### src/rtl/lsu_pkg.sv
// Shared definitions for the load/store unit: funct3 encodings, FSM states
// and the byte-enable / alignment / legality helpers used at request decode.
package lsu_pkg;

  localparam logic [2:0] F3_B  = 3'b000;
  localparam logic [2:0] F3_H  = 3'b001;
  localparam logic [2:0] F3_W  = 3'b010;
  localparam logic [2:0] F3_BU = 3'b100;
  localparam logic [2:0] F3_HU = 3'b101;

  typedef enum logic [1:0] {
    ST_IDLE   = 2'b00,
    ST_ACCESS = 2'b01,
    ST_RESP   = 2'b10
  } lsu_state_t;

  // Store byte enables; loads always read the whole word.
  function automatic logic [3:0] be_gen(input logic [2:0] funct3, input logic [1:0] addr_lo);
    logic [3:0] be;
    case (funct3)
      F3_B:    be = 4'b0001 << addr_lo;
      F3_H:    be = 4'b0011 << {addr_lo[1], 1'b0};
      default: be = 4'b1111;
    endcase
    return be;
  endfunction

  // Halfwords need addr[0] clear, words need addr[1:0] clear.
  function automatic logic misaligned(input logic [2:0] funct3, input logic [1:0] addr_lo);
    logic bad;
    case (funct3)
      F3_H, F3_HU: bad = addr_lo[0];
      F3_W:        bad = (addr_lo != 2'b00);
      default:     bad = 1'b0;
    endcase
    return bad;
  endfunction

  // Stores only have B/H/W; loads additionally have BU/HU.
  function automatic logic f3_illegal(input logic we, input logic [2:0] funct3);
    logic bad;
    case (funct3)
      F3_B, F3_H, F3_W: bad = 1'b0;
      F3_BU, F3_HU:     bad = we;
      default:          bad = 1'b1;
    endcase
    return bad;
  endfunction

endpackage

### src/rtl/load_align.sv
// Right-aligns the addressed byte/halfword of a memory word and extends it
// according to the load funct3.
import lsu_pkg::*;

module load_align (
  input  logic [31:0] word,
  input  logic [1:0]  addr_lo,
  input  logic [2:0]  funct3,
  output logic [31:0] result
);

  logic [31:0] shifted_s;

  // Lane select followed by sign/zero extension.
  always_comb begin
    shifted_s = word >> {addr_lo, 3'b000};
    case (funct3)
      F3_B:    result = {{24{shifted_s[7]}}, shifted_s[7:0]};
      F3_H:    result = {{16{shifted_s[15]}}, shifted_s[15:0]};
      F3_W:    result = word;
      F3_BU:   result = {24'h000000, shifted_s[7:0]};
      F3_HU:   result = {16'h0000, shifted_s[15:0]};
      default: result = 32'h00000000;
    endcase
  end

endmodule

### src/rtl/load_store_unit.sv
// Single-outstanding load/store initiator: IDLE accepts and decodes a request,
// ACCESS drives the memory strobes until ack or timeout, RESP pulses the result.
import lsu_pkg::*;

module load_store_unit #(
  parameter int ACK_TIMEOUT = 15
) (
  input  logic        clk,
  input  logic        rst,
  input  logic        req_valid,
  output logic        req_ready,
  input  logic        req_we,
  input  logic [2:0]  req_funct3,
  input  logic [31:0] req_addr,
  input  logic [31:0] req_wdata,
  output logic        resp_valid,
  output logic [31:0] resp_rdata,
  output logic        resp_err,
  output logic [31:0] mem_addr,
  output logic [31:0] mem_wdata,
  output logic [3:0]  mem_be,
  output logic        memR,
  output logic        memW,
  input  logic [31:0] mem_rdata,
  input  logic        mem_ack
);

  localparam logic [7:0] TO_LAST = 8'(ACK_TIMEOUT - 1);

  lsu_state_t  state_r, state_n;
  logic        ready_r;
  logic        we_r;
  logic [2:0]  f3_r;
  logic [31:0] addr_r;
  logic [31:0] wdata_r;
  logic [31:0] rdata_r;
  logic [7:0]  cnt_r;
  logic        err_r;
  logic        accept_s;
  logic        bad_req_s;
  logic        timeout_s;
  logic [31:0] aligned_s;

  // ready_r gates acceptance, so the cycle right after reset cannot take a request.
  assign accept_s  = req_valid & ready_r;
  assign bad_req_s = f3_illegal(req_we, req_funct3) | misaligned(req_funct3, req_addr[1:0]);
  assign timeout_s = (cnt_r == TO_LAST);

  // Next-state decode; an ack takes priority over a simultaneous timeout.
  always_comb begin
    state_n = state_r;
    case (state_r)
      ST_IDLE: begin
        if (accept_s) begin
          state_n = bad_req_s ? ST_RESP : ST_ACCESS;
        end else begin
          state_n = ST_IDLE;
        end
      end
      ST_ACCESS: begin
        if (mem_ack || timeout_s) begin
          state_n = ST_RESP;
        end else begin
          state_n = ST_ACCESS;
        end
      end
      ST_RESP: state_n = ST_IDLE;
      default: state_n = ST_IDLE;
    endcase
  end

  // State, request capture, ack data capture and the timeout counter.
  always_ff @(posedge clk or posedge rst) begin
    if (rst) begin
      state_r <= ST_IDLE;
      ready_r <= 1'b0;
      we_r    <= 1'b0;
      f3_r    <= 3'b000;
      addr_r  <= 32'h00000000;
      wdata_r <= 32'h00000000;
      rdata_r <= 32'h00000000;
      cnt_r   <= 8'd0;
      err_r   <= 1'b0;
    end else begin
      state_r <= state_n;
      ready_r <= (state_n == ST_IDLE);
      case (state_r)
        ST_IDLE: begin
          if (accept_s) begin
            we_r    <= req_we;
            f3_r    <= req_funct3;
            addr_r  <= req_addr;
            wdata_r <= req_wdata;
            err_r   <= bad_req_s;
            cnt_r   <= 8'd0;
          end
        end
        ST_ACCESS: begin
          if (mem_ack) begin
            rdata_r <= mem_rdata;
            err_r   <= 1'b0;
          end else if (timeout_s) begin
            err_r   <= 1'b1;
          end else begin
            cnt_r   <= cnt_r + 8'd1;
          end
        end
        default: begin
          cnt_r <= cnt_r;
        end
      endcase
    end
  end

  load_align u_load_align (
    .word    (rdata_r),
    .addr_lo (addr_r[1:0]),
    .funct3  (f3_r),
    .result  (aligned_s)
  );

  // Store data is replicated across the lanes the byte enables select from.
  always_comb begin
    case (f3_r)
      F3_B:    mem_wdata = {4{wdata_r[7:0]}};
      F3_H:    mem_wdata = {2{wdata_r[15:0]}};
      default: mem_wdata = wdata_r;
    endcase
  end

  // Strobes and response outputs decode from state so reset clears them at once.
  assign req_ready  = ready_r;
  assign memR       = (state_r == ST_ACCESS) & ~we_r;
  assign memW       = (state_r == ST_ACCESS) &  we_r;
  assign mem_addr   = {addr_r[31:2], 2'b00};
  assign mem_be     = (state_r != ST_ACCESS) ? 4'b0000 :
                      (we_r ? be_gen(f3_r, addr_r[1:0]) : 4'b1111);
  assign resp_valid = (state_r == ST_RESP);
  assign resp_err   = resp_valid & err_r;
  assign resp_rdata = (resp_valid & ~err_r & ~we_r) ? aligned_s : 32'h00000000;

endmodule

### config.mk
export PLATFORM = sky130hd
export DESIGN_NAME = load_store_unit
export DESIGN_NICKNAME = d
export VERILOG_FILES = /design/src/rtl/lsu_pkg.sv /design/src/rtl/load_align.sv /design/src/rtl/load_store_unit.sv
export SDC_FILE = /design/constraint.sdc
export NUM_CORES = 1
export LEC_CHECK = 0
export BUFFER_PORTS_ARGS = -buffer_cell sky130_fd_sc_hd__buf_2
export CAP_MARGIN = 20
export CORE_ASPECT_RATIO = 0.6
export CORE_UTILIZATION = 51
export CTS_BUF_LIST = sky130_fd_sc_hd__clkbuf_16
export DETAILED_ROUTE_END_ITERATION = 16
export PLACE_DENSITY = 0.92
export SETUP_SLACK_MARGIN = 0.15
export SYNTH_ARGS = -nofsm -noshare
export SYNTH_HDL_FRONTEND = slang
export SYNTH_SLANG_ARGS = --single-unit
### constraint.sdc
create_clock -name clk -period 3.85 [get_ports clk]
set_input_delay 0.5775 -clock clk [delete_from_list [all_inputs] [get_ports clk]]
set_output_delay 0.5775 -clock clk [all_outputs]
set_load 0.05 [all_outputs]
======== After elaboration in Yosys (flattened, before gate mapping) ========
Cells that the tools add are included.
storage, ports and cells
  register bits after elaboration ......... 112
  bits in latches ......................... 0
  RAM bits ................................ 0
  bits in read-only memories .............. 0
  output and inout bits ................... 105
  memories kept ........................... 0
operators by class
  add/subtract/negate cells ............... 1
  multiply operators ...................... 0
  divide/modulo/power cells ............... 0
  order comparisons ....................... 0
  equal/unequal tests ..................... 16
  shift operators ......................... 3
  mux-type cells .......................... 20
  bitwise gates (word level) .............. 9
  reduce and logical (&&, ||, !) cells .... 14
operator list
  cell                                           number
  one-hot mux 32 bit (5 select lines)            1
  one-hot mux 32 bit (2 select lines)            1
  2-to-1 mux 32 bit                              1
  >> shifter 32 x 5 -> 16 bit                    1
  2-to-1 mux 8 bit                               3
  one-hot mux 8 bit (2 select lines)             1
  == test 3 bit, second input constant           4
  adder 8 x 1 -> 8 bit, second input constant    1
  == test 8 x 4 -> 1 bit, second input constant  1
  2-to-1 mux 4 bit                               2
  one-hot mux 4 bit (2 select lines)             1
  bitwise AND 1 bit                              6
  == test 3 x 1 -> 1 bit, second input constant  2
  == test 3 x 2 -> 1 bit, second input constant  2
  logical NOT 3 bit                              2
  2-to-1 mux 2 bit                               3
  inequality test 2 bit, second input constant   3
  one-hot mux 1 bit (2 select lines)             3
  logical NOT 2 bit                              2
  one-hot mux 2 bit (2 select lines)             1
  AND reduction 2 bit                            2
  AND reduction 4 bit                            1
  nonzero test 2 bit                             2
  OR reduction 2 bit                             2
  other kinds (12)                               15

======== Logic depth before layout (Yosys ltp) ========
Gate-level depths: netlist (run 1).
  depth in word-level cells ............... 8
  gate-level depth with buffers ........... 6

======== Modules after synthesis ========
Synthesis (run 1) repeated with hierarchy kept, for this count alone.
second synthesis, totals
  cell total of the unflattened synthesis .. 663
  area total of the unflattened synthesis .. 6119.6 µm²
by module, submodules not included
  module           times used  cells each  area an instance (µm²)
  load_store_unit  1           549         5282.6
  load_align       1           114         837.1

======== Least setup slack after synthesis (run 1) ========
No wires, ideal clock.
  path kind ............................... reg2out
  from .................................... register f3_r[0]
  to ...................................... output port resp_rdata[10]
  data arrival time ....................... 1.916 ns
  data required time ...................... 3.273 ns
  path slack .............................. 1.356 ns
  stages on the path, launching flop included .. 5
  path buffers ............................ 1
  cell sequence ........................... dfrtp_1 buf_4 nor3_4 nand3_1 a21oi_1
between the ends
  longest elaborated chain between the ends .. 3
  elaborated cells on any way between the ends .. 7
  those cells by class .................... eq/ne: 4; mux: 2; reduce/logical: 1
ends and longest elaborated chain
  element                                      RTL line                text
  from (decl)                                  load_store_unit.sv:33   logic [2:0] f3_r;
  from (signal assigned)                       load_store_unit.sv:91   f3_r <= req_funct3;
  == test 3 bit, or another cell as far along  load_align.sv:17        case (funct3)
  one-hot mux 32 bit (5 select lines) (*)      load_align.sv:17
  2-to-1 mux 32 bit (*)                        load_store_unit.sv:140  assign resp_rdata = (resp_valid & ~err_r & ~we_r) ? aligned_s : 32'h00000000;
  to (decl)                                    load_store_unit.sv:17   output logic [31:0] resp_rdata,
Every way passes the cells marked *; elsewhere a longest branch is shown, timed or not.

======== Worst setup path in the final report (run 1) ========
  from .................................... register addr_r[0]
  to ...................................... output port resp_rdata[14]
between the ends
  longest elaborated chain between the ends .. 3
ends and longest elaborated chain
  element                              RTL line                text
  from (decl)                          load_store_unit.sv:34   logic [31:0] addr_r;
  from (signal assigned)               load_store_unit.sv:92   addr_r <= req_addr;
  >> shifter 32 x 5 -> 16 bit          load_align.sv:16        shifted_s = word >> {addr_lo, 3'b000};
  one-hot mux 32 bit (5 select lines)  load_align.sv:17
  2-to-1 mux 32 bit                    load_store_unit.sv:140
Every way passes these cells.

==> results of run 1 <==
[cells by family (layout without fill, tap and decap cells)]
family	after synthesis	after routing
AND/OR/NAND/NOR	277	277
multiplexers	72	72
XOR/XNOR	3	3
buffers and inverters	82	233
AO/OA/AOI/OAI	85	85
other	1	2
adder cells (fa/ha/maj)	2	2
flip-flops	112	112
[registers in the layout, summed over array words and instances, names as in the netlist]
signal / cells
addr_r: 32
cnt_r: 8
err_r: 1
f3_r: 3
rdata_r: 32
req_ready: 1
state_r: 2
wdata_r: 32
we_r: 1
[worst max-delay path by stage]
| stage | from | end | cells after the start | slack [ns] |
|---|---|---|---|---|
| global route | addr_r[0]$_DFFE_PP0P_ | resp_rdata[10] | 5 | 0.54 |
| CTS | addr_r[0]$_DFFE_PP0P_ | resp_rdata[14] | 5 | 0.75 |
| global placement | addr_r[0]$_DFFE_PP0P_ | resp_rdata[14] | 5 | 1.18 |
| floorplan | rst | addr_r[0]$_DFFE_PP0P_ | 1 | 0.31 |
| detailed placement | addr_r[0]$_DFFE_PP0P_ | resp_rdata[14] | 5 | 1.14 |
| finish | addr_r[0]$_DFFE_PP0P_ | resp_rdata[14] | 5 | 0.72 |
[placed cells by master, fill, tap and decap left out, types with 2 or more instances in the layout]
cell type / Yosys / layout
sky130_fd_sc_hd__a22o_1: 8 / 8
sky130_fd_sc_hd__nand2b_1: 4 / 4
sky130_fd_sc_hd__a22oi_1: 14 / 14
sky130_fd_sc_hd__o2bb2ai_1: 7 / 7
sky130_fd_sc_hd__nand2_1: 214 / 214
sky130_fd_sc_hd__a21o_1: 16 / 16
sky130_fd_sc_hd__dfrtp_1: 112 / 112
sky130_fd_sc_hd__a21oi_1: 18 / 18
sky130_fd_sc_hd__a31oi_1: 3 / 3
sky130_fd_sc_hd__o211ai_1: 4 / 4
sky130_fd_sc_hd__nand3_1: 3 / 3
sky130_fd_sc_hd__inv_1: 4 / 5
sky130_fd_sc_hd__clkinvlp_4: 0 / 2
sky130_fd_sc_hd__clkbuf_16: 0 / 9
sky130_fd_sc_hd__mux2_2: 50 / 50
sky130_fd_sc_hd__and2_1: 4 / 4
sky130_fd_sc_hd__ha_1: 2 / 2
sky130_fd_sc_hd__and3_1: 4 / 4
sky130_fd_sc_hd__buf_2: 15 / 206
sky130_fd_sc_hd__xor2_1: 2 / 2
sky130_fd_sc_hd__nor3b_1: 2 / 2
sky130_fd_sc_hd__conb_1: 1 / 2
sky130_fd_sc_hd__o21ai_0: 5 / 5
sky130_fd_sc_hd__nor2b_1: 5 / 5
sky130_fd_sc_hd__mux2i_1: 22 / 22
sky130_fd_sc_hd__buf_4: 48 / 8
sky130_fd_sc_hd__nor2_1: 28 / 28
[power breakdown]
group | internal, mW | switching [mW]
clock network | 0.493 | 0.395
registers | 1.71 | 0.542
logic | 1.16 | 2.82
total | 3.36 | 3.76
[per-layer routing]
layer	wire length (microns)	up-vias	global-route usage
met5	0	-	0
met4	119	0	0.0518
met3	1290	15	0.0726
met2	6450	201	0.375
met1	7100	2414	0.364
li1	-	2368	-
[metrics by stage]
step | power, mW | cells | hold WS, ns
after floorplan | 5.59 | 635 | 0.442
after global placement | 6.13 | 931 | 0.453
after detailed placement | 6.22 | 931 | 0.458
after CTS | 7.12 | 945 | 0.415
after global routing | 7.53 | 946 | 0.295
final | 7.12 | 946 | 0.268
[cell type report]
class	count	area (sq um)	area share
flip-flops and latches	112	2800	0.395
multi-input cells	441	2680	0.378
repair buffers	215	1120	0.158
clock buffers	9	225	0.0317
well taps	160	200	0.0282
clock inverters	5	52.6	0.00741
inverters	4	17.5	0.00247
[critical path: cells and delay by family (launching register included)]
| kind | cells | cell delay, ns |
|---|---|---|
| compound gates | 3 | 0.49 |
| buf+inv | 1 | 0.27 |
| flops | 1 | 0.79 |
| simple gates | 1 | 0.66 |
==> results list, run 1 <==
- Synthesis instantiated between 50 and 60 different standard cells from the library.
- During placement, the flow inserted port buffers numbering 206.
- Setup slack closes at between 0.7 and 0.8 ns.
- Standard cell core area: between 10000 and 15000 sq um
- VDD sags by at most just under 0.8 mV.
- CTS root buffer: sky130_fd_sc_hd__clkbuf_16
- On the final layout, the worst clock skew is about 0.0084 ns.
- The max-slew violation count is 0.
* Vias: around 5000
- Summing every instance area after synthesis gives about 6000 sq um.
- Outcome: finished, final reports clean
* Num rows: 30
- The setup check on the worst reg-to-reg path leaves a slack of ~2.0 ns.
- Counting flops and latches in the post-synthesis netlist gives roughly 110.
* Starting density of the core: 0.528
* Area contributors post-synth: sky130_fd_sc_hd__dfrtp_1 (47%), sky130_fd_sc_hd__nand2_1 (13%), sky130_fd_sc_hd__mux2_2 (9.4%), sky130_fd_sc_hd__buf_4 (6.0%), sky130_fd_sc_hd__mux2i_1 (3.7%)
- In the final routed layout, each cell accounts on average for 15.8 microns.
* Standard cell area after detailed placement: a little under 7000 sq um
- Entering global routing, the biggest net connects ~90 pins.
- Number of buffers on the longest clock path: 2
- CP Capture Type: output port
- Post-synth ARST share: 1.00
* Via-to-Cell Ratio: 5.28
* Height of the chip: about 86 microns
* Simple logic cell fraction of the synthesized area: 0.199
- Violation count after the first detailed-route iteration: 366
- In the final layout, the share of cells above drive strength 1 is 0.370.
* All-layer global routing usage: 0.251
- Setup Viol. Count Final: 0
- Power spread over the standard cell area amounts to about 1000 nW/um^2.
- Worst-margin pin slew: between 0.8 and 0.9 ns
- Synth Area in Compound Gates: 0.104
* Cell at the slowest stage of the critical path: sky130_fd_sc_hd__dfrtp_1
- Count of clock tree sinks: ~110
- Global routing finished with a remaining overflow of 0.
- The die covers 12200 sq um.
- Detailed-routing iteration count for the pre-antenna-repair pass: 5
- Subtracting the final worst setup slack from the clock period gives roughly 3.1 ns.
- Share of the cycle needed by the critical path after routing: 0.812
* Worst-path fanout max: 18
- Static timing analysis puts the maximum clock frequency at about 320 MHz.
- Maximum Capacitance Violations: 0
* Number of hold buffers added after CTS: 0
- Final-layout fill cell count: around 950
- Final GP Congestion: 1.00
* Clock insertion delay at the later pin of the skew report: around 0.34 ns
* Sequential cell area fraction in the yosys report: 0.467
* Data required time of the worst path: approximately 3.3 ns
- Portion of netlist area occupied by mux cells: 0.130
- Synth area leader: sky130_fd_sc_hd__dfrtp_1
- The number of antenna violations at the first check in global routing is 0.
- The worst setup path is of the flop to output port kind.
- Wires add up to ~15000 microns.
* Syn Area/Cell: ~9.5 sq um
- Xor and xnor area share after synthesis: 0.00437
- Ranked by instance count, the synthesized netlist is headed by sky130_fd_sc_hd__nand2_1 (214), sky130_fd_sc_hd__dfrtp_1 (112), sky130_fd_sc_hd__mux2_2 (50).
- RSZ-0062 raised after global routing: no
- In the synthesized netlist, the number of instances is about 630.
- Summed over all failing endpoints, the final setup total negative slack is 0 ns.
- For this run, the slowest stage of the critical path takes roughly 0.79 ns.
- Of the post-synthesis cell area, the dominant cell type holds 0.467.
- Reg2Reg Capture Point: cnt_r[1]$_DFFE_PP0P_
- Area grow syn2layout: 18.1%
- The number of setup buffers added after CTS is 0.
- Yosys printed 0 warnings.
- Antenna fix cells: 0
- Number of enable flip-flop cells after synthesis: 0
* Clock transition at the registers of the reported paths: ~0.07 ns
- STA classifies the critical path startpoint as a flop.
* TritonCTS Buffers: 9
* H-tree depth: 3
* Final standard cell area without fillers: 7100 sq um
- For this design the static power due to leakage is 3.95 nW.
- Measured in cells, the most critical reg-to-reg path has a length of 4.
- For this run, design rule violations remaining after detail routing come to 0.
- Horizontal die dimension: between 100 and 150 microns
* Number of global-route vias before repair: around 4700
* Final hold violations: 0
* Fraction of the core area covered by cells at the end of the flow: 0.624
- The startpoint identified for the worst register-to-register timing path is state_r[0]$_DFF_PP0_.
- Ordered cell list for the critical path: nor2b_2 -> a22o_1 -> a22oi_1 -> a21oi_1 -> buf_2
- Timing analysis after detailed placement gives a worst setup slack of 1.14 ns.
- For this run, the post-layout net count is between 800 and 900.
* Most used flip-flop cell after synthesis: sky130_fd_sc_hd__dfrtp_1
- By area, the combinational part of the netlist is dominated by simple AND/OR/NAND/NOR gates.
- In this run the tightest slew margin relative to its limit is 0.453.
- DPL Wire Length: between 10000 and 15000 microns
- Top-Level Pins: approximately 210
- CTS tree: yes
- The tightest min-delay check is of the primary input to asynchronous set/reset pin type.
* Post-synthesis adder-cell area fraction: 0.00417
- Once detail routing completed, the nets flagged for antenna violations numbered 0.
- Resize count post-CTS: 0
- Wire length of the first global-routing pass: between 20000 and 25000 microns
- sky130_fd_sc_hd__nand2_1 is the most common cell in the netlist.
* Worst Path Arrival: 2.55 ns
Note: power is estimated with default switching activity, not from simulation.
==> run 2, diff against run 1 <==
--- a/config.mk
+++ b/config.mk
@@ -8,10 +8,10 @@
 export BUFFER_PORTS_ARGS = -buffer_cell sky130_fd_sc_hd__buf_2
 export CAP_MARGIN = 20
 export CORE_ASPECT_RATIO = 0.6
-export CORE_UTILIZATION = 51
+export CORE_UTILIZATION = 46
 export CTS_BUF_LIST = sky130_fd_sc_hd__clkbuf_16
 export DETAILED_ROUTE_END_ITERATION = 16
-export PLACE_DENSITY = 0.92
+export PLACE_DENSITY = 0.88
 export SETUP_SLACK_MARGIN = 0.15
 export SYNTH_ARGS = -nofsm -noshare
 export SYNTH_HDL_FRONTEND = slang
==> constraint.sdc (replaced) <==
create_clock -name clk -period 2.7 [get_ports clk]
set_input_delay 0.405 -clock clk [delete_from_list [all_inputs] [get_ports clk]]
set_output_delay 0.405 -clock clk [all_outputs]
set_load 0.05 [all_outputs]
==> run 2 against run 1 <==
Sequential cell count did not move. Total power rose by 48%. Combinational power rose by 50%. Clock skew shrank 0.0017 ns. Sequential share of layout area fell by 1.2 points. Utilization shrank 3.1 points.
==> results list, run 2 (synthesis gave the netlist of run 1 again) <==
* Violation count after the first detailed-route iteration: 371 (was 366)
* H-tree depth: 3 (unchanged)
- The count of maximum capacitance violations was 0 (unchanged).
* Largest registers ranked by flip-flop count: addr_r (32), rdata_r (32), wdata_r (32) (unchanged)
- Data required time of the worst path: 2.30 ns (was 3.27 ns)
- Top layer reached by signal wires: met4 (unchanged)
* Tightest slew margin relative to the limit: 0.578 (was 0.453)
* Number of buffers on the longest clock path: 2 (unchanged)
- The die outline height is 90.5 microns (was 86.1 microns).
* Worst-path fanout max: 11 (was 18)
* Count of clock tree sinks: 112 (unchanged)
- Horizontal die dimension: 150 microns (was 142 microns)
* Number of global-route vias before repair: 4840 (was 4716)
- The number of antenna violations at the first check in global routing is 1 (was 0).
* Starting density of the core: 0.485 (was 0.528)
- RSZ-0062 raised after global routing: yes (was no)
* WL met2: 7040 microns (was 6450 microns)
* Worst-margin pin slew: 0.634 ns (was 0.810 ns)
- Maximum resistive drop on vdd: 0.963 mV (was 0.780 mV)
- TritonCTS Buffers: 9 (unchanged)
* Antenna fix cells: 0 (unchanged)
* Class of the tightest hold or removal check: primary input to flop (was primary input to asynchronous set/reset pin)
* Class of the most critical setup path: flop to output port (unchanged)
* Detailed-routing wirelength on met1: 7470 microns (was 7100 microns)
- The routed wire length on met3 is 1570 microns (was 1290 microns).
* Number of routed nets with antenna violations: 0 (unchanged)
- The final design area excluding fillers came to 7340 sq um (was 7100 sq um).
- DR WL/cell: 16.7 microns (was 15.8 microns)
* Clock insertion delay at the later pin of the skew report: 0.34 ns (about the same)
- The sum of routed wire length over all layers was 16200 microns (was 15000 microns).
- Final max-slew violation count: 0 (unchanged)
* Final GP Congestion: 0.905 (was 1.00)
- The number of detailed-route iterations in the first pass was 6 (was 5).
* Top-Level Pins: 209 (unchanged)
- Timing would allow up to roughly 400 MHz.
* All-layer global routing usage: 0.238 (was 0.251)
* Final critical delay including setup and external delays: 2.50 ns
- Share of the cycle needed by the critical path after routing: 0.926
- The vias per cell is 5.21 (was 5.28).
- Outcome: finished, final reports clean (unchanged).
- The clock tree root driver cell was sky130_fd_sc_hd__clkbuf_16 (unchanged).
- The pin count of the biggest net entering global routing is 53 (was 88).
- Final hold violations: 0 (unchanged)
- Total chip power: 10.5 mW (was 7.12 mW)
- Critical path launch point type: flop (unchanged)
- Standard cell core area: 12400 sq um (was 11400 sq um)
- The number of buffer cells added on primary ports is 206 (unchanged).
* Post-route clock skew: 0.00678 ns (was 0.00845 ns)
* Wire length of the first global-routing pass: 25000 microns (was 23700 microns)
* Cell leakage power: 4.02 nW (was 3.95 nW)
- Final Net Count: 904 (was 889)
- Most frequent cells in the layout: sky130_fd_sc_hd__nand2_1 (214), sky130_fd_sc_hd__buf_2 (189), sky130_fd_sc_hd__dfrtp_1 (107) (was sky130_fd_sc_hd__nand2_1 (214), sky130_fd_sc_hd__buf_2 (206), sky130_fd_sc_hd__dfrtp_1 (112))
* Num rows: 31 (was 30)
- Standard cell area after detailed placement: 6850 sq um (was 6790 sq um)
- Clock transition at the registers of the reported paths: 0.08 ns (was 0.07 ns)
- The total negative slack for setup checks came to 0 ns (unchanged).
- The overall overflow remaining after global route is 0 (unchanged).
* CP Capture Type: output port (unchanged)
- The number of setup violations in the final report came to 0 (unchanged).
- The remaining routing DRC violations was 0 (unchanged).
* DPL Wire Length: 11400 microns (was 10800 microns)
- Vias: 5043 (was 4998)
- The power density over the cells is 1440 nW/um^2 (was 1000 nW/um^2).
- Die Footprint: 13500 sq um (was 12200 sq um)
- Fraction of the core area covered by cells at the end of the flow: 0.593 (was 0.624)
* Area grow syn2layout: 22.2% (was 18.1%)
- Leading cell type in the layout, fill and taps excluded: sky130_fd_sc_hd__nand2_1 (unchanged)
- The CTS tree is yes (unchanged).
- Worst Path Arrival: 2.09 ns (was 2.55 ns)
- The layout cell share with drive strength beyond 1 was 0.399 (was 0.370).
-- run 2: final cells by class --
| type | count | area (sq um) |
|---|---|---|
| clock buffers | 9 | 225 |
| clock inverters | 7 | 77.6 |
| fillers | 1077 | 5030 |
| inverters | 4 | 18.8 |
| multi-input cells | 442 | 2730 |
| flip-flops and latches | 112 | 2810 |
| well taps | 165 | 206 |
| repair buffers | 229 | 1270 |
-- run 2: final timing paths --
path                                        startpoint                       to  slack (ns)  cells past startpoint
worst max-delay path             addr_r[0]$_DFFE_PP0P_           resp_rdata[31]        0.20                      5
min in group asynchronous                          rst   addr_r[29]$_DFFE_PP0P_        0.49                      3
max in group asynchronous                          rst  rdata_r[27]$_DFFE_PP0P_        1.53                      4
worst max register to register    state_r[0]$_DFF_PP0_   addr_r[22]$_DFFE_PP0P_        0.86                      4
worst min-delay path                     req_wdata[31]  wdata_r[31]$_DFFE_PP0P_        0.25                      3
worst min register to register  addr_r[13]$_DFFE_PP0P_   addr_r[13]$_DFFE_PP0P_        0.47                      2
-- run 2: layer usage --
layer	global-route usage	vias to the layer above
li1	-	2407
met1	0.341	2376
met2	0.350	248
met3	0.0763	12
met4	0.0502	0
met5	0	-
-- run 2: worst max-delay path, cell delays in order, from the launching register on --
cell and delay, ns:
sky130_fd_sc_hd__dfrtp_2 0.50, sky130_fd_sc_hd__mux2i_1 0.29, sky130_fd_sc_hd__mux2i_1 0.21, sky130_fd_sc_hd__o221a_4 0.36, sky130_fd_sc_hd__a21o_1 0.19, sky130_fd_sc_hd__buf_4 0.19
-- run 2: report_power, final --
part / switching, mW / leakage [nW] / internal, mW / total [mW]
Combinational: 4.16 / 2.49 / 1.81 / 5.97
Clock: 0.634 / 0.147 / 0.731 / 1.37
Sequential: 0.759 / 1.38 / 2.44 / 3.20
-- run 2: per-stage QoR --
stage | worst slack (ns) | std cells | hold slack, ns
final | 0.201 | 968 | 0.247
after global placement | 0.376 | 940 | 0.301
after detailed placement | 0.313 | 940 | 0.299
after floorplan | 0.379 | 635 | 0.442
after CTS | 0.112 | 959 | 0.230
after global routing | 0.128 | 968 | 0.235
-- run 2: timing repair --
action | CTS | global route
resized for setup | 19 | 12
setup endpoints to repair | 31 | 31
pin swaps | 1 | 1
buffers inserted | 2 | 8
endpoints found under the hold margin | 3 | 0
hold buffers | 1 | 0
gates cloned | 0 | 1
==> run 3, diff against run 2 <==
--- a/config.mk
+++ b/config.mk
@@ -8,10 +8,10 @@
 export BUFFER_PORTS_ARGS = -buffer_cell sky130_fd_sc_hd__buf_2
 export CAP_MARGIN = 20
 export CORE_ASPECT_RATIO = 0.6
-export CORE_UTILIZATION = 46
-export CTS_BUF_LIST = sky130_fd_sc_hd__clkbuf_16
+export CORE_UTILIZATION = 47
+export CTS_BUF_LIST = sky130_fd_sc_hd__clkbuf_4
 export DETAILED_ROUTE_END_ITERATION = 16
-export PLACE_DENSITY = 0.88
+export PLACE_DENSITY = 0.9
 export SETUP_SLACK_MARGIN = 0.15
 export SYNTH_ARGS = -nofsm -noshare
 export SYNTH_HDL_FRONTEND = slang
==> run 3 against run 2 <==
Cell area increased by 2.6%. Sequential share of layout area decreased by 0.95 points. Via count increased by 4.9%. Die area decreased by 2.1%. Cell count increased by 0.72%. Global-route usage increased by 1.1 points. Total power increased by 0.84%. Largest cell class is now multi-input combinational cells. Largest power group unchanged.
==> results list, run 3 (synthesis gave the netlist of run 1 again) <==
- The type of origin of the critical path was a flop (unchanged).
* Post-Place Cells: 940 (unchanged)
- Clk pwr share: 0.080 (was 0.130)
- Worst-path fanout max: 8 (was 11)
- Proportion of power drawn by flip-flops and latches: 0.301 (was 0.304)
* Antenna violations before repair: 2 (was 1)
- The final HPWL from detailed placement was 11300 microns (was 11400 microns).
* Fraction of the core area covered by cells at the end of the flow: 0.614 (was 0.593)
* Area grow syn2layout: 25.3% (was 22.2%)
- H-tree depth: 3 (unchanged)
* Data required time of the worst path: 2.30 ns (about the same)
- The data arrival time of the worst path is 2.23 ns (was 2.09 ns).
- The wire length of the first global-routing pass is 25000 microns (about the same).
* Total gr overflow: 0 (unchanged)
* Number of buffers on the longest clock path: 2 (unchanged)
* Maximum resistive drop on vdd: 1.14 mV (was 0.963 mV)
* Violation count after the first detailed-route iteration: 397 (was 371)
- The number of setup violations in the final report came to 0 (unchanged).
* Count of clock tree sinks: 112 (unchanged)
* Die Footprint: 13300 sq um (was 13500 sq um)
- The achievable frequency was 380 MHz (was 400 MHz).
- Depth of the worst register-to-register path: 5 (was 4)
- Endpoint of the worst setup timing path: resp_rdata[30] (was resp_rdata[31])
- The pin count of the biggest net entering global routing is 113 (was 53).
- The worst setup path category is flop to output port (unchanged).
- The net switching fraction of the power is 0.542 (was 0.527).
* Leading cell type in the layout, fill and taps excluded: sky130_fd_sc_hd__nand2_1 (unchanged)
* Final Net Count: 911 (was 904)
* Cell leakage power: 4.03 nW (was 4.02 nW)
- The count of maximum capacitance violations was 0 (unchanged).
- The fill cell total of the finished layout is 990 (was 1077).
- CP Launch Point: addr_r[0]$_DFFE_PP0P_ (unchanged)
- Outcome: finished, final reports clean (unchanged)
- Count of unresolved DRC violations after routing: 0 (unchanged)
* Tightest slew margin relative to the limit: 0.516 (was 0.578)
* Most frequent cells in the layout: sky130_fd_sc_hd__nand2_1 (213), sky130_fd_sc_hd__buf_2 (167), sky130_fd_sc_hd__dfrtp_1 (106) (was sky130_fd_sc_hd__nand2_1 (214), sky130_fd_sc_hd__buf_2 (189), sky130_fd_sc_hd__dfrtp_1 (107))
* Final GP Congestion: 0.960 (was 0.905)
- Final critical delay including setup and external delays: 2.63 ns (was 2.50 ns)
- The worst clock skew came to 0.0237 ns (was 0.00678 ns).
- The die outline height was 89.6 microns (was 90.5 microns).
* Top-Level Pins: 209 (unchanged)
- The number of standard cells in the final layout excluding fillers came to 975 (was 968).
- The share of the cycle needed by the critical path after routing was 0.975 (was 0.926).
- RSZ-0062 raised after global routing: yes (unchanged)
* Worst-margin pin slew: 0.717 ns (was 0.634 ns)
* Net Sw Power: 5.76 mW (was 5.56 mW)
* Minimum setup slack among reg-to-reg paths: 0.77 ns (was 0.86 ns)
* Number of routed nets with antenna violations: 0 (unchanged)
- The overall power consumption is 10.6 mW (was 10.5 mW).
* Proportion of layout cells with a drive suffix above 1: 0.426 (was 0.399)
- The endpoint of the worst-slack reg-to-reg timing path is addr_r[1]$_DFFE_PP0P_ (was addr_r[22]$_DFFE_PP0P_).
- Worst r2r src: state_r[0]$_DFF_PP0_ (unchanged)
- DR WL/cell: 17.5 microns (was 16.7 microns)
- The number of buffer cells added on primary ports was 206 (unchanged).
- The total negative slack for setup checks came to 0 ns (unchanged).
* Standard cell core area: 12300 sq um (was 12400 sq um)
- Final hold violations: 0 (unchanged)
* Design internal power: 4.87 mW (was 4.98 mW)
* Clock insertion delay at the later pin of the skew report: 0.47 ns (was 0.34 ns)
* Clock transition at the registers of the reported paths: 0.18 ns (was 0.08 ns)
- The path type of the worst min-delay path is primary input to asynchronous set/reset pin (was primary input to flop).
- The sum of routed wire length over all layers is 17000 microns (was 16200 microns).
- The quantity of hold-fixing buffers added after cts came to 0 (was 1).
- Final standard cell area without fillers: 7530 sq um (was 7340 sq um)
- The starting density of the core was 0.490 (was 0.485).
- The power density over the cells is 1410 nW/um^2 (was 1440 nW/um^2).
- The critical path endpoint category is an output port (unchanged).
- Final max-slew violation count: 0 (unchanged)
- The clock tree root driver cell is sky130_fd_sc_hd__clkbuf_4 (was sky130_fd_sc_hd__clkbuf_16).
- The horizontal die dimension came to 148 microns (was 150 microns).
- Part of the total power dissipated in combinational logic: 0.619 (was 0.567)
* TritonCTS Buffers: 9 (unchanged)
- Num rows: 31 (unchanged)
- Largest registers ranked by flip-flop count: addr_r (32), rdata_r (32), wdata_r (32) (unchanged).
- All-layer global routing usage: 0.249 (was 0.238)
- Vias: 5292 (was 5043)
- The CTS tree was yes (unchanged).
- The vias per cell came to 5.43 (was 5.21).
- The number of detailed-route iterations in the first pass is 5 (was 6).
* Number of global-route vias before repair: 4782 (was 4840)
- Standard cell area after detailed placement: 6850 sq um (unchanged)
## run 3: cell count changes in the layout (fill, tap and decap cells not counted), sizes merged
cell,delta
clkinvlp,-1
inv,-1
clkbuf,-1
buf,+9
dlygate4sd3,-1
diode,+2
## run 3: area by class of cell
type,instances,area (sq um),area share
clock inverter,5,67.6,0.00897
sequential,112,2810,0.373
timing repair buffer,236,1500,0.199
multi-input combinational,442,2860,0.379
tap,165,206,0.0274
inverter,4,21.3,0.00282
clock buffer,9,67.6,0.00897
antenna,2,5.00,0.000665
## run 3: worst max-delay path, stage by stage, from the launching register on
cell and delay [ns]:
sky130_fd_sc_hd__dfrtp_2 0.48, sky130_fd_sc_hd__buf_6 0.16, sky130_fd_sc_hd__mux2i_4 0.29, sky130_fd_sc_hd__mux2i_4 0.12
sky130_fd_sc_hd__o221a_4 0.33, sky130_fd_sc_hd__a21o_1 0.20, sky130_fd_sc_hd__buf_6 0.16
## run 3: power by group through the flow
stage / combinational [mW] / sequential, mW / clock, mW
after floorplan: 5.07 / 2.90 / 0
after global placement: 5.73 / 3.13 / 0
after detailed placement: 5.83 / 3.18 / 0
after CTS: 6.14 / 3.13 / 0.884
after global routing: 6.97 / 3.27 / 0.947
final: 6.58 / 3.20 / 0.851
## run 3: repair_timing
| item | in CTS | in global routing |
|---|---|---|
| buffers inserted | 10 | 8 |
| hold endpoints to repair | 0 | 0 |
| pin swaps | 4 | 13 |
| endpoints found under the setup margin | 46 | 43 |
| gates resized for setup | 58 | 72 |
| gates cloned | 1 | 0 |
## run 3: routing by layer
layer / vias up / share of wire / GRT usage
li1: 2422 / - / -
met1: 2530 / 0.45 / 0.343
met2: 299 / 0.44 / 0.375
met3: 41 / 0.088 / 0.0773
met4: 0 / 0.026 / 0.0843
met5: - / 0 / 0
## run 3: per-stage QoR
step           hold slack (ns)  setup slack [ns]
3_5_place_dp             0.457             0.337
3_3_place_gp             0.453             0.435
6_report                0.0901            0.0669
5_1_grt                 0.0670            0.0148
2_1_floorplan            0.442             0.379
4_1_cts                 0.0725             0.123
## run 3: worst min path at each step
stage / startpoint / to / slack (ns) / cells past startpoint
floorplan: wdata_r[16]$_DFFE_PP0P_ / wdata_r[16]$_DFFE_PP0P_ / 0.44 / 2
global placement: addr_r[11]$_DFFE_PP0P_ / addr_r[11]$_DFFE_PP0P_ / 0.45 / 2
detailed placement: addr_r[21]$_DFFE_PP0P_ / addr_r[21]$_DFFE_PP0P_ / 0.46 / 2
CTS: req_wdata[17] / wdata_r[17]$_DFFE_PP0P_ / 0.07 / 3
global route: req_wdata[19] / wdata_r[19]$_DFFE_PP0P_ / 0.07 / 3
finish: rst / addr_r[7]$_DFFE_PP0P_ / 0.09 / 3
